## config.mk

```make
export PLATFORM = sky130hd
export DESIGN_NAME = wb_master_bridge
export DESIGN_NICKNAME = d
export VERILOG_FILES = /design/src/rtl/wb_master_bridge.sv
export SDC_FILE = /design/constraint.sdc
export NUM_CORES = 1
export LEC_CHECK = 0
export CAP_MARGIN = 0
export CELL_PAD_IN_SITES_DETAIL_PLACEMENT = 0
export CELL_PAD_IN_SITES_GLOBAL_PLACEMENT = 1
export CORE_ASPECT_RATIO = 2
export CORE_MARGIN = 5
export CORE_UTILIZATION = 34
export DETAILED_ROUTE_END_ITERATION = 16
export GPL_TIMING_DRIVEN = 0
export PLACE_DENSITY = 0.87
export SLEW_MARGIN = 25
export SYNTH_ARGS = -nofsm -noshare
export SYNTH_HDL_FRONTEND = slang
export SYNTH_SLANG_ARGS = --single-unit
```

## constraint.sdc

```tcl
create_clock -name clk -period 2.6 [get_ports clk]
set_clock_uncertainty 0.1 [all_clocks]
set_input_delay 0.52 -clock clk [delete_from_list [all_inputs] [get_ports clk]]
set_output_delay 0.52 -clock clk [all_outputs]
set_load 0.01 [all_outputs]
```

## src/rtl/wb_master_bridge.sv

```systemverilog
// Wishbone B4 classic single-beat initiator: one LSU load/store in, one bus cycle out,
// one response pulse back with extended read data or an error flag.
module wb_master_bridge #(
  parameter int ADDR_W  = 32,
  parameter int TIMEOUT = 255
) (
  input  logic              clk,
  input  logic              rst,
  input  logic              req_valid,
  output logic              req_ready,
  input  logic [ADDR_W-1:0] req_addr,
  input  logic              req_we,
  input  logic [1:0]        req_size,
  input  logic              req_signed,
  input  logic [31:0]       req_wdata,
  output logic              resp_valid,
  output logic [31:0]       resp_data,
  output logic              resp_err,
  output logic              CYC_O,
  output logic              STB_O,
  output logic              WE_O,
  output logic [ADDR_W-1:0] ADR_O,
  output logic [3:0]        SEL_O,
  output logic [31:0]       DAT_O,
  input  logic [31:0]       DAT_I,
  input  logic              ACK_I,
  input  logic              ERR_I
);

  typedef enum logic [1:0] {IDLE, BUS, RESP} state_t;

  state_t            state, state_d;
  logic [15:0]       cnt;
  logic              cyc_q, we_q, signed_q, err_q;
  logic [1:0]        size_q, lane_q;
  logic [ADDR_W-1:0] adr_q;
  logic [3:0]        sel_q, sel_d;
  logic [31:0]       dat_q, dat_d, rdata_q, load_data;
  logic [7:0]        byte_lane;
  logic [15:0]       half_lane;
  logic              misaligned, timeout_hit;

  assign misaligned  = (req_size == 2'd3) ||
                       (req_size == 2'd1 && req_addr[0]) ||
                       (req_size == 2'd2 && req_addr[1:0] != 2'b00);
  assign timeout_hit = (cnt == 16'(TIMEOUT - 1));

  // Lane steering for the request about to be accepted.
  always_comb begin
    // NOTE: every always_comb output gets a default first so no path can infer a latch.
    sel_d = 4'b1111;
    dat_d = req_wdata;
    case (req_size)
      2'd0: begin
        sel_d = 4'b0001 << req_addr[1:0];
        dat_d = {4{req_wdata[7:0]}};
      end
      2'd1: begin
        sel_d = 4'b0011 << req_addr[1:0];
        dat_d = {2{req_wdata[15:0]}};
      end
      default: ;
    endcase
  end

  // Read lane selection and zero/sign extension of the latched load.
  always_comb begin
    byte_lane = DAT_I[{lane_q, 3'b000} +: 8];
    half_lane = DAT_I[{lane_q[1], 4'b0000} +: 16];
    load_data = DAT_I;
    case (size_q)
      2'd0:    load_data = {{24{signed_q & byte_lane[7]}}, byte_lane};
      2'd1:    load_data = {{16{signed_q & half_lane[15]}}, half_lane};
      default: ;
    endcase
  end

  always_comb begin
    state_d = state;
    case (state)
      IDLE: if (req_valid) state_d = misaligned ? RESP : BUS;
      BUS:  if (ACK_I || ERR_I || timeout_hit) state_d = RESP;
      RESP: state_d = IDLE;
      default: state_d = IDLE;
    endcase
  end

  // NOTE: sequential state uses non-blocking assignments so every register samples pre-edge values.
  always_ff @(posedge clk or negedge rst) begin
    if (!rst) state <= IDLE;
    else      state <= state_d;
  end

  always_ff @(posedge clk or negedge rst) begin
    if (!rst) begin
      cyc_q    <= 1'b0;
      we_q     <= 1'b0;
      signed_q <= 1'b0;
      err_q    <= 1'b0;
      size_q   <= 2'd0;
      lane_q   <= 2'd0;
      adr_q    <= '0;
      sel_q    <= 4'd0;
      dat_q    <= 32'd0;
      rdata_q  <= 32'd0;
      cnt      <= 16'd0;
    end else begin
      case (state)
        IDLE: if (req_valid) begin
          we_q     <= req_we;
          signed_q <= req_signed;
          size_q   <= req_size;
          lane_q   <= req_addr[1:0];
          adr_q    <= {req_addr[ADDR_W-1:2], 2'b00};
          sel_q    <= sel_d;
          dat_q    <= dat_d;
          cnt      <= 16'd0;
          err_q    <= misaligned;
          rdata_q  <= 32'd0;
          cyc_q    <= !misaligned;
        end
        BUS: begin
          // ERR has priority over a simultaneous ACK.
          if (ERR_I) begin
            cyc_q <= 1'b0;
            err_q <= 1'b1;
          end else if (ACK_I) begin
            cyc_q   <= 1'b0;
            rdata_q <= we_q ? 32'd0 : load_data;
          end else if (timeout_hit) begin
            cyc_q <= 1'b0;
            err_q <= 1'b1;
          end else begin
            cnt <= cnt + 16'd1;
          end
        end
        default: ;
      endcase
    end
  end

  assign req_ready  = (state == IDLE);
  assign resp_valid = (state == RESP);
  assign resp_data  = resp_valid ? rdata_q : 32'd0;
  assign resp_err   = resp_valid & err_q;
  assign CYC_O      = cyc_q;
  assign STB_O      = cyc_q;
  assign WE_O       = we_q;
  assign ADR_O      = adr_q;
  assign SEL_O      = sel_q;
  assign DAT_O      = dat_q;

endmodule

```

==> run metrics <==
share of cells above drive strength 1=under 10%; initial core utilization=34.33%; area of the multi-input gates=2910 sq um; htree depth=4; detail-routed via count per cell=approximately 5; Die Y=about 200 um; clock buffer count from CTS=17; Crit path largest cell delay=0.54 ns; switching share of power=30.69%; Worst-Skew Late Latency=0.41 ns; GR Util met2=37.72%; post-synth cell types=54; Max Cap Viol=0; met1 Use GR=between 20 and 25%; clk slew on worst S/H paths=0.06 ns; P_leak=4.218 nW; first-pass GRT wire length=33270 um; Req. time, crit path=1.98 ns; routability cong.=0.8468; Root Buffer=clkbuf_16; DR iter-0 viols=roughly 250; CP endpoint kind=output port; Post-Synthesis Cells=676; nets@finish=1018; met3 usage=4.655%; Post-DRT Antenna Nets=0; P_int=5.131 mW; Slew Limit Fails=0; CP top delay family=buffers and inverters; combinational power share=31.0%; largest net degree at the start of global routing=72; dpl cell area=8603 sq um; Congestion Overflow GR=0; Routed WL=21100 um; Mean Syn Cell Area=between 9 and 10 sq um; Hold Slack=0.3686 ns; post-DP HPWL=approximately 16000 um; Horiz. Die Dim=105.7 um; port bufs=207; Net Sw Power=2.272 mW; WP buf/inv=3; unrepaired setup endpoints after global routing=false; worst path cell trace=nor2_4, buf_12, buf_4, and2_1, clkdlybuf4s50_1; Final period util=96.96%; Total GRT Usage=about 20%; sequential cell area=3105 sq um; asr flop ratio synth=100.0%; Worst-Margin Slew=0.9018 ns; grt peak-use layer=met2; Non-Filler Instances=roughly 1100; DRC violations left=0; Vias=about 5700; hold crit path type=register to register; Synth Warn #=0; die area=around 21000 sq um; status=complete, no violations; filler instances=1717; crit start category=register; Final Setup Violations=0; max_slew headroom=39.66%; Pwr Density=a little under 800 nW/um^2; critical path arrival=~1.9 ns; Netlist Area Pre-Place=6225 sq um; Seq pwr share=34.0%; # clock sinks=124; Ports=between 200 and 250; WL/cell=18.49 um; number of flops mapped to enable cells by yosys=0; Core Footprint=18130 sq um; CTS Buffer Depth=2; critical path class=register to output port; area grow syn2layout=50.33%; Max Freq=just under 400 MHz; 1st-pass router iterations=4; utilization after layout=51.61%; final hold violation count=0; placed cell count=1101; Clock power frac=35.0%; Peak VDD IR=521.2 uV; Synth Flop Type=dfrtp_1; fin area=9358 sq um; Rows=70; sequential area share after synthesis=49.85%; min cycle time layout=2.521 ns; Worst path slowest cell=clkdlybuf4s50_1; vias in the first global route=6125; post-synthesis register bit count=124; initial antenna violation count=1; critical path peak fanout=5; TritonCTS clock tree=built
-- metrics by stage --
step	worst slack [ns]	power, mW	TNS (ns)
after floorplan	0.7315	3.538	0
after global placement	-4.303	4.768	-540.75
after detailed placement	-0.3997	4.806	-10.91
after CTS	-0.01436	7.483	-0.06986
after global routing	0.001721	7.803	0
final	0.07898	7.403	0
-- Yosys cell counts (all sizes together), types with 8 or more instances --
library cell,number,area (sq um)
nand2,180,675.7
dfrtp,124,3103
o21ai,56,280.3
mux2i,40,400.4
nand2b,39,251.5
and2,36,225.2
clkbuf,36,135.1
a21oi,23,115.1
nor2,21,78.83
a22o,16,140.1
buf,10,61.31
mux2,10,112.6
nor2b,10,62.56
a32o,8,80.08
-- what timing repair did --
item,in CTS,in global routing
hold buffers,1,0
buffers inserted,4,1
resized for setup,22,2
endpoints found under the hold margin,9,0
cloned,1,0
pin swaps,1,1
endpoints found under the setup margin,34,24
-- metal layers --
metal / share of wire (%) / vias up
li1: - / 2766
met1: 36 / 2741
met2: 56 / 190
met3: 5.3 / 35
met4: 3.2 / 0
met5: 0 / -
-- state kept, by name, indices dropped and copies added (netlist names) --
register  flops
DAT_O        32
rdata_q      32
ADR_O        30
cnt          16
SEL_O         4
lane_q        2
size_q        2
state         2
CYC_O         1
WE_O          1
err_q         1
signed_q      1
-- placed cells by master (no fill, tap or decap), drive strengths merged, types with 5 or more instances in the layout --
cell type      Yosys  routed
nand2            180     180
buf               10      19
a21oi             23      23
clkdlybuf4s50      0     198
inv                7       7
nor2              21      21
dfrtp            124     124
clkbuf            36      57
nand4              6       6
a22o              16      16
a32o               8       8
nor2b             10      10
dlygate4sd2        0       8
and2              36      36
o21ai             56      56
nand2b            39      39
mux2i             40      40
nand3              5       5
mux2              10      10
-- power groups by stage --
stage,Sequential [mW],Combinational [mW],Clock (mW)
2_1_floorplan,2.66,0.877,0
3_3_place_gp,2.54,2.23,0
3_5_place_dp,2.55,2.26,0
4_1_cts,2.52,2.32,2.64
5_1_grt,2.57,2.50,2.73
6_report,2.51,2.30,2.59
-- layout make-up --
| class | count | share of cell area (%) |
|---|---|---|
| sequential | 124 | 33.19 |
| multi-input combinational | 500 | 31.10 |
| timing repair buffer | 215 | 23.17 |
| clock buffer | 22 | 5.174 |
| tap | 216 | 2.888 |
| buffer | 46 | 2.447 |
| clock inverter | 10 | 1.725 |
| inverter | 7 | 0.2808 |
| antenna | 1 | 0.02674 |
-- kinds of logic (layout without fill, tap and decap cells) --
| group | Yosys count | after routing | share of synthesized area [%] |
|---|---|---|---|
| simple gates | 319 | 319 | 24.76 |
| compound gates | 127 | 127 | 13.11 |
| flops | 124 | 124 | 49.85 |
| buf+inv | 53 | 300 | 3.578 |
| mux | 50 | 50 | 8.241 |
| fa+ha+maj | 2 | 2 | 0.4019 |
| other cells | 1 | 3 | 0.06024 |
-- worst reg2reg max path, stage by stage, from the launching register on --
cell,delay (ns)
dfrtp_2,0.42
buf_4,0.16
nand2b_1,0.16
nor2_1,0.23
clkbuf_1,0.44
clkbuf_1,0.54
a31oi_1,0.18
-- final timing paths --
path | startpoint | to | slack [ns] | cells past startpoint
worst max-delay path | state[0] | resp_data[31] | 0.08 | 5
worst max register to register | state[0] | SEL_O[3] | 0.22 | 6
max in group asynchronous | rst | state[1] | 1.14 | 3
worst min-delay path | ADR_O[26] | ADR_O[26] | 0.37 | 2
min in group asynchronous | rst | rdata_q[2] | 0.56 | 2
worst min register to register | ADR_O[26] | ADR_O[26] | 0.37 | 2
Note: power is estimated with default switching activity, not from simulation.
